===== src/rtl/axis_arb_pkg.sv =====
// axis_arb_pkg: arbiter FSM state encoding and counter widths
package axis_arb_pkg;
  typedef enum logic [1:0] {
    IDLE   = 2'b00,
    GRANT0 = 2'b01,
    GRANT1 = 2'b10
  } arb_state_e;
  localparam int BEAT_CNT_W  = 8;
  localparam int PKT_CNT_W   = 16;
  localparam int TRUNC_CNT_W = 8;
  localparam logic [TRUNC_CNT_W-1:0] TRUNC_MAX = '1;
endpackage


===== src/rtl/axis_reg_slice.sv =====
// axis_reg_slice: 2-entry skid register slice, 1-cycle latency; s_* in (s_ready registered), m_* out
module axis_reg_slice #(
  parameter int C_AXIS_TDATA_WIDTH = 32
) (
  input  logic                            clk,
  input  logic                            rst,
  input  logic                            s_valid,
  output logic                            s_ready,
  input  logic [C_AXIS_TDATA_WIDTH-1:0]   s_data,
  input  logic [C_AXIS_TDATA_WIDTH/8-1:0] s_strb,
  input  logic                            s_last,
  output logic                            m_valid,
  input  logic                            m_ready,
  output logic [C_AXIS_TDATA_WIDTH-1:0]   m_data,
  output logic [C_AXIS_TDATA_WIDTH/8-1:0] m_strb,
  output logic                            m_last
);
  localparam int PW = C_AXIS_TDATA_WIDTH + C_AXIS_TDATA_WIDTH / 8 + 1;
  logic [PW-1:0] out_q, out_d, skid_q, skid_d, s_pay;
  logic out_vld_q, out_vld_d, skid_vld_q, skid_vld_d, in_fire, out_free;
  assign s_ready = !skid_vld_q;
  assign m_valid = out_vld_q;
  assign {m_data, m_strb, m_last} = out_q;
  always_comb begin
    s_pay      = {s_data, s_strb, s_last};
    in_fire    = s_valid && !skid_vld_q;
    out_free   = !out_vld_q || m_ready;
    out_vld_d  = out_free ? (skid_vld_q || in_fire) : out_vld_q;
    out_d      = !out_free ? out_q : skid_vld_q ? skid_q : in_fire ? s_pay : out_q;
    skid_vld_d = !out_free && (skid_vld_q || in_fire);
    skid_d     = (!out_free && in_fire) ? s_pay : skid_q;
  end
  always_ff @(posedge clk) begin
    if (rst) begin
      out_q      <= '0;
      skid_q     <= '0;
      out_vld_q  <= 1'b0;
      skid_vld_q <= 1'b0;
    end else begin
      out_q      <= out_d;
      skid_q     <= skid_d;
      out_vld_q  <= out_vld_d;
      skid_vld_q <= skid_vld_d;
    end
  end
endmodule


===== src/rtl/axis_rr_arbiter.sv =====
// axis_rr_arbiter: 2-way round-robin AXIS packet arbiter; S0/S1 in, M out via skid slice, status grant_id/busy/pkt_cnt0/pkt_cnt1/trunc_cnt
module axis_rr_arbiter
  import axis_arb_pkg::*;
#(
  parameter int C_AXIS_TDATA_WIDTH = 32,
  parameter int C_MAX_BEATS        = 8
) (
  input  logic                            AXIS_ACLK,
  input  logic                            AXIS_ARESET,
  input  logic                            S0_AXIS_TVALID,
  output logic                            S0_AXIS_TREADY,
  input  logic                            S0_AXIS_TLAST,
  input  logic [C_AXIS_TDATA_WIDTH-1:0]   S0_AXIS_TDATA,
  input  logic [C_AXIS_TDATA_WIDTH/8-1:0] S0_AXIS_TSTRB,
  input  logic                            S1_AXIS_TVALID,
  output logic                            S1_AXIS_TREADY,
  input  logic                            S1_AXIS_TLAST,
  input  logic [C_AXIS_TDATA_WIDTH-1:0]   S1_AXIS_TDATA,
  input  logic [C_AXIS_TDATA_WIDTH/8-1:0] S1_AXIS_TSTRB,
  output logic                            M_AXIS_TVALID,
  input  logic                            M_AXIS_TREADY,
  output logic                            M_AXIS_TLAST,
  output logic [C_AXIS_TDATA_WIDTH-1:0]   M_AXIS_TDATA,
  output logic [C_AXIS_TDATA_WIDTH/8-1:0] M_AXIS_TSTRB,
  output logic                            grant_id,
  output logic                            busy,
  output logic [PKT_CNT_W-1:0]            pkt_cnt0,
  output logic [PKT_CNT_W-1:0]            pkt_cnt1,
  output logic [TRUNC_CNT_W-1:0]          trunc_cnt
);
  localparam logic [BEAT_CNT_W-1:0] BEAT_LAST = BEAT_CNT_W'(C_MAX_BEATS - 1);
  arb_state_e state_q, state_d, idle_pick;
  logic last_grant_q, last_grant_d;
  logic [BEAT_CNT_W-1:0] beat_cnt_q, beat_cnt_d;
  logic [PKT_CNT_W-1:0] pkt_cnt0_q, pkt_cnt0_d, pkt_cnt1_q, pkt_cnt1_d;
  logic [TRUNC_CNT_W-1:0] trunc_cnt_q, trunc_cnt_d;
  logic sel, s_valid, s_last, fwd_valid, fwd_last, slice_ready, fire, pkt_end, forced;
  logic [C_AXIS_TDATA_WIDTH-1:0] s_data;
  logic [C_AXIS_TDATA_WIDTH/8-1:0] s_strb;
  assign busy      = state_q != IDLE;
  assign grant_id  = state_q == GRANT1;
  assign pkt_cnt0  = pkt_cnt0_q;
  assign pkt_cnt1  = pkt_cnt1_q;
  assign trunc_cnt = trunc_cnt_q;
  // Gated by reset so a source never sees a handshake the slice is about to discard.
  assign S0_AXIS_TREADY = !AXIS_ARESET && state_q == GRANT0 && slice_ready;
  assign S1_AXIS_TREADY = !AXIS_ARESET && state_q == GRANT1 && slice_ready;
  always_comb begin
    sel       = state_q == GRANT1;
    s_valid   = sel ? S1_AXIS_TVALID : S0_AXIS_TVALID;
    s_last    = sel ? S1_AXIS_TLAST : S0_AXIS_TLAST;
    s_data    = sel ? S1_AXIS_TDATA : S0_AXIS_TDATA;
    s_strb    = sel ? S1_AXIS_TSTRB : S0_AXIS_TSTRB;
    fwd_valid = busy && s_valid;
    fwd_last  = s_last || beat_cnt_q == BEAT_LAST;
    fire      = fwd_valid && slice_ready;
    pkt_end   = fire && fwd_last;
    forced    = pkt_end && !s_last;
    idle_pick = (S0_AXIS_TVALID && S1_AXIS_TVALID) ? (last_grant_q ? GRANT0 : GRANT1) :
                S0_AXIS_TVALID ? GRANT0 : S1_AXIS_TVALID ? GRANT1 : IDLE;
    state_d      = !busy ? idle_pick : pkt_end ? IDLE : state_q;
    last_grant_d = pkt_end ? sel : last_grant_q;
    beat_cnt_d   = pkt_end ? '0 : fire ? beat_cnt_q + BEAT_CNT_W'(1) : beat_cnt_q;
    pkt_cnt0_d   = (pkt_end && !sel) ? pkt_cnt0_q + PKT_CNT_W'(1) : pkt_cnt0_q;
    pkt_cnt1_d   = (pkt_end && sel) ? pkt_cnt1_q + PKT_CNT_W'(1) : pkt_cnt1_q;
    trunc_cnt_d  = (forced && trunc_cnt_q != TRUNC_MAX) ? trunc_cnt_q + TRUNC_CNT_W'(1) : trunc_cnt_q;
  end
  always_ff @(posedge AXIS_ACLK) begin
    if (AXIS_ARESET) begin
      state_q      <= IDLE;
      last_grant_q <= 1'b1;
      beat_cnt_q   <= '0;
      pkt_cnt0_q   <= '0;
      pkt_cnt1_q   <= '0;
      trunc_cnt_q  <= '0;
    end else begin
      state_q      <= state_d;
      last_grant_q <= last_grant_d;
      beat_cnt_q   <= beat_cnt_d;
      pkt_cnt0_q   <= pkt_cnt0_d;
      pkt_cnt1_q   <= pkt_cnt1_d;
      trunc_cnt_q  <= trunc_cnt_d;
    end
  end
  axis_reg_slice #(.C_AXIS_TDATA_WIDTH(C_AXIS_TDATA_WIDTH)) u_slice (
    .clk     (AXIS_ACLK),
    .rst     (AXIS_ARESET),
    .s_valid (fwd_valid),
    .s_ready (slice_ready),
    .s_data  (s_data),
    .s_strb  (s_strb),
    .s_last  (fwd_last),
    .m_valid (M_AXIS_TVALID),
    .m_ready (M_AXIS_TREADY),
    .m_data  (M_AXIS_TDATA),
    .m_strb  (M_AXIS_TSTRB),
    .m_last  (M_AXIS_TLAST)
  );
endmodule


===== config.mk =====
export PLATFORM = sky130hd
export DESIGN_NAME = axis_rr_arbiter
export DESIGN_NICKNAME = d
export VERILOG_FILES = /design/src/rtl/axis_arb_pkg.sv /design/src/rtl/axis_reg_slice.sv /design/src/rtl/axis_rr_arbiter.sv
export SDC_FILE = /design/constraint.sdc
export NUM_CORES = 1
export LEC_CHECK = 0
export BUFFER_PORTS_ARGS = -buffer_cell sky130_fd_sc_hd__buf_2
export CAP_MARGIN = 20
export CORE_ASPECT_RATIO = 1.75
export CORE_MARGIN = 2
export CORE_UTILIZATION = 52
export DETAILED_ROUTE_END_ITERATION = 8
export GPL_TIMING_DRIVEN = 0
export PLACE_DENSITY_LB_ADDON = 0.3
export SETUP_SLACK_MARGIN = 0.1
export SYNTH_ARGS = -nofsm -noshare
export SYNTH_HDL_FRONTEND = slang
export SYNTH_SLANG_ARGS = --single-unit

===== constraint.sdc =====
create_clock -name AXIS_ACLK -period 3.35 [get_ports AXIS_ACLK]
set_input_delay 0.1675 -clock AXIS_ACLK [delete_from_list [all_inputs] [get_ports AXIS_ACLK]]
set_output_delay 0.1675 -clock AXIS_ACLK [all_outputs]
set_load 0.02 [all_outputs]

; After elaboration in Yosys (flattened, before gate mapping)
; Index checks and enable logic that the tools add are counted.
[classes]
addsub = 4
eq_ne = 5
n_mux = 12
reduce_logical = 27
[ops]
columns = operator, n
row1 = $mux W37, 2
row2 = $add A16 B1 Y16 const B, 2
row3 = $mux W32, 1
row4 = $add A8 B1 Y8 const B, 2
row5 = $logic_and A1 B1 Y1, 14
row6 = $mux W2, 6
row7 = $eq A8 B3 Y1 const B, 1
row8 = $ne A8 B8 Y1 const B, 1
row9 = $logic_not A1 Y1, 6
row10 = $mux W4, 1
row11 = $reduce_bool A2 Y1, 2
row12 = $logic_or A1 B1 Y1, 3
row13 = $eq A2 B1 Y1 const B, 1
row14 = $eq A2 B2 Y1 const B, 1
row15 = $mux W1, 2
row16 = $ne A2 B1 Y1 const B, 1
row17 = $reduce_and A2 Y1, 1
row18 = $reduce_or A2 Y1, 1
[word_totals]
ff_bits = 127
output_inout_bits = 82
wordCells = 58

; Logic depth before layout (Yosys ltp)
[depth]
ltp_word = 7
depth_mapped = 9
ltp_nobuf = 6

; By module
; A second synthesis with hierarchy kept.
[hier_totals]
cells_unflattened = 749
hier_area_um2 = 6195.9
[by_module_without_submodules]
columns = module, instances, cells_per_inst, area_each_um2
row1 = axis_reg_slice, 1, 340, 3214.3
row2 = axis_rr_arbiter, 1, 409, 2981.6

; Least setup slack after synthesis
; Ideal clock, no wire load.
[synth_path]
kind = flip-flop to flip-flop
startpoint = reg beat_cnt_q[3]
endpoint = reg pkt_cnt1_q[15] (netlist: pkt_cnt1[15])
t_arrival_ps = 2281
slack_ps = 948
path_stages_with_launch = 8
path_buffers = 2
period_less_slack_ps = 2402
cell_sequence = dfxtp_1 or4_4 or2_1 buf_6 a211o_1 buf_6 nor4_1 mux2_2
[synth_between]
elab_chain_cells = 4
[synth_rtl]
columns = element, line
row1 = start: declaration, axis_rr_arbiter.sv:34  ; logic [BEAT_CNT_W-1:0] beat_cnt_q, beat_cnt_d;
row2 = start signal: assignment, axis_rr_arbiter.sv:79  ; beat_cnt_q <= beat_cnt_d;
row3 = $eq A8 B3 Y1, axis_rr_arbiter.sv:55  ; fwd_last = s_last || beat_cnt_q == BEAT_LAST;
row4 = $logic_or A1 B1 Y1, axis_rr_arbiter.sv:55
row5 = $logic_and A1 B1 Y1, axis_rr_arbiter.sv:57  ; pkt_end = fire && fwd_last;
row6 = $logic_and A1 B1 Y1, axis_rr_arbiter.sv:65  ; pkt_cnt1_d = (pkt_end && sel) ? pkt_cnt1_q + PKT_CNT_W'(1) : pkt_cnt1_q;
row7 = end signal: assignment, axis_rr_arbiter.sv:81  ; pkt_cnt1_q <= pkt_cnt1_d;
row8 = end: declaration, axis_rr_arbiter.sv:35  ; logic [PKT_CNT_W-1:0] pkt_cnt0_q, pkt_cnt0_d, pkt_cnt1_q, pkt_cnt1_d;
; No other way between the ends.
; A chain may end at the register's enable or synchronous reset.

; Worst setup path after layout
[layout_path]
startpoint = reg state_q[0]
endpoint = reg u_slice.out_q[23]
[layout_between]
elab_chain_cells = 6
elab_cells_between_ends = 10
cone_classes = 1 x eq/ne / 4 x mux / 5 x reduce/logical
[layout_rtl]
columns = element, line
row1 = start: declaration, axis_rr_arbiter.sv:32  ; arb_state_e state_q, state_d, idle_pick;
row2 = start signal: assignment, axis_rr_arbiter.sv:77  ; state_q <= state_d;
row3 = $eq A2 B2 Y1, axis_rr_arbiter.sv:49  ; sel = state_q == GRANT1;
row4 = $mux W1, axis_rr_arbiter.sv:50  ; s_valid = sel ? S1_AXIS_TVALID : S0_AXIS_TVALID;
row5 = $logic_and A1 B1 Y1, axis_rr_arbiter.sv:54  ; fwd_valid = busy && s_valid;
row6 = $logic_and A1 B1 Y1, axis_reg_slice.sv:26  ; in_fire = s_valid && !skid_vld_q;
row7 = $reduce_bool A2 Y1 (no line), --
row8 = $reduce_and A2 Y1 (no line), --
row9 = end signal: assignment, axis_reg_slice.sv:40  ; out_q <= out_d;
row10 = end: declaration, axis_reg_slice.sv:19  ; logic [PW-1:0] out_q, out_d, skid_q, skid_d, s_pay;
; Parallel ways exist; a longest one is shown, timed or not. The select of a mux whose other input is x is not followed.

==> run summary <==
Outcome = finished clean
Setup ws final = 544.0 ps
RSZ-0062 raised after global routing = false
Worst Setup Start Kind = flip-flop
Pre-CTS setup slack = 644.9 ps
P_leak = 2.779 nW
Number of flops mapped to enable cells by yosys = 0
Count of final max-slew check failures = 0
Die Ht = 142.6 um
Worst setup EP type = flip-flop
Most frequent cells in the layout = 159 x buf_2, 130 x nand2_1, 127 x dfxtp_1, 75 x nor2_1, 60 x a21oi_1
CP delay by family, top = buffers and inverters
Die ar. = 11,870 um^2
Fmax = 356.4 MHz
Num ports = 161
Buf/Inv on CP = 4
# resized after CTS = 0
Worst Tran Pin Value = 872.0 ps
DRC = 0
Met1 Use GR = 0.2831
Synth Instances = 704
CP arrival = 3150 ps
Worst Hold Class = in2reg
Fillers = 901
Commonest non-fill, non-tap cell in the layout = buf_2
Top FF cell, synth = dfxtp_1
Initial antenna violation count = 0
Final cycle utilization of the critical path = 0.8376
Placeable Area = 10,700 um^2
Clk sinks = 127
Area Overhead vs Synth = 27.45%
CTS Hold Bufs = 0
FF/Latch Area = 2542 um^2
CTS tree = done
First-pass GRT wire length = 26,140 um
Grt ovf = 0
Critical R2R Launch = state_q[0]
Total number of vias = 5,756
Htree depth = 4
CTS Buf Count = 17
Clock root buffer = clkbuf_16
Mean Syn Cell Area = 8.111 um^2
Fin crit period = 2806 ps
Iter 0 DRT Violations = 253
Starting density of the core = 0.5338
Vias in the first global route = 5,607
WL/cell = 15.80 um
Ys Warns = 0
CP max-delay cell = a221oi_1
Tot GR Track Use = 0.2709
Ant. Diodes = 0
Worst Skew = 9.462 ps
Via density = 5.621
Die Wd = 83.22 um
PortBufs = 159
Max cap viols = 0
Finished Layout Cells = 1,024
DRT Wirelength = 16,180 um
Share of layout cells above drive strength 1 = 0.2204
Placement row count = 50
Clock transition at path regs = 60 ps
Pin count of the biggest net entering global routing = 17
Met3 Use GR = 0.05607
Endpoints failing hold = 0
Final #Nets = 965
Cell Pwr Density = 546.2 nW/um^2
Postcts setup bufs = 0
Final setup violation count = 0
Post-Route Utilization = 0.6804
Post-synthesis register bit count = 127
CP peak stage delay = 500 ps
Worst setup path startpoint = state_q[0]
Post-Syn Area = 5710 um^2
Crit-path max FO = 10
Worst EP required = 3700 ps
Met2 Use GR = 0.5166
Clk Latency, worst-skew pair = 430 ps
Placed Cells = 993
Area post-placement = 6669 um^2
Seq/Total Area, Yosys = 0.4452
Multi-input gate area = 2943 um^2
Cell Chain, Critical Path = clkbuf_1 > nand2b_1 > inv_2 > a221oi_1 > a21o_1 > clkbuf_1 > buf_1 > nand2_1 > a21oi_1
Busiest layer in global routing = met2
Worst hold start = S0_AXIS_TVALID
Crit Path Class = reg2reg
Number of iterations in the first detailed-routing pass = 5
Number of routed nets with antenna violations = 0
Clock Tree Buf Depth = 2
Layout Cell Area excl Fill = 7278 um^2
DPL Wire Length = 12,030 um
Synth cell types = 42
GP Congestion = 0.8962
Slew headroom = 0.4186
Fin Setup TNS = 0 ps
Syn nets = 787
Worst IR Drop VDD = 0.0005623 V
Post-synth ARST share = 0
Most frequent CP cell = clkbuf_1
## layout make-up
type                       instances  share of cell area
buffer                            49             0.02733
clock buffer                      17             0.05845
clock inverter                    14             0.02527
inverter                           7            0.003610
multi-input combinational        521              0.4043
sequential                       127              0.3493
tap                              130             0.02235
timing repair buffer             159              0.1093
## metrics by stage
stage               power (mW)  hold slack, ps
global placement         2.081           438.1
global route             4.101           61.83
CTS                      3.983           50.98
detailed placement       2.094           440.2
finish                   3.975           65.83
floorplan                1.918           315.8
## Yosys cell counts (all sizes together) (2+ instances only)
cell     count  area, um^2
nand2      130       488.0
dfxtp      127        2542
nor2        75       281.5
a21oi       60       300.3
o21ai       46       230.2
mux2i       40       400.4
a211oi      39       292.8
clkbuf      35       131.4
nand3       21       105.1
xnor2       16       140.1
buf         14       67.56
nor3        11       55.05
or4         11       86.33
o31ai       10       75.07
xor2         9       78.83
nand4        8       50.05
inv          7       26.27
or3          7       43.79
and2         5       31.28
ha           4       50.05
nand2b       3       18.77
a211o        2       17.52
a21o         2       15.01
and4         2       17.52
mux2         2       22.52
nand3b       2       15.01
nand4bb      2       22.52
nor2b        2       12.51
nor4         2       12.51
or2          2       12.52
## final timing paths
| path | end | depth (start not counted) | slack (ps) |
|---|---|---|---|
| worst max-delay path | u_slice.out_q[23] | 9 | 540 |
| worst min-delay path | state_q[0] | 3 | 70 |
| worst min register to register | u_slice.out_q[35] | 2 | 450 |
| worst max register to register | u_slice.out_q[23] | 9 | 540 |
## power breakdown
part / switching (mW) / internal [mW] / leakage [nW]
combinational: 0.306 / 0.164 / 1.46
sequential: 0.0303 / 1.57 / 1.03
clock: 0.729 / 1.18 / 0.291
total: 1.06 / 2.91 / 2.78
## metal layers
metal | share of wire | vias to the layer above
met2 | 0.54 | 229
met3 | 0.058 | 27
met5 | 0 | -
met1 | 0.38 | 2691
met4 | 0.019 | 0
li1 | - | 2809
## flip-flops by register name, indices dropped and copies added, names as in the netlist
register	flops
u_slice.out_q	37
u_slice.skid_q	37
pkt_cnt0	16
pkt_cnt1	16
beat_cnt_q	8
trunc_cnt	8
state_q	2
last_grant_q	1
u_slice.m_valid	1
u_slice.skid_vld_q	1
## worst reg2reg max path, delay by kind of cell (launching register included)
kind	cells	cell delay (ps)
AOI/OAI and AO/OA	3	790
buffers and inverters	4	1260
and+or+nand+nor	2	380
DFF	1	300
## cell families after synthesis
family / synth area share
muxes: 0.07406
xor gates and xnor gates: 0.03834
adders and majority gates: 0.008765
and+or+nand+nor: 0.2255
buffers and inverters: 0.03944
DFF: 0.4452
AOI/OAI and AO/OA: 0.1687
Power figures use the tool's default switching activity.
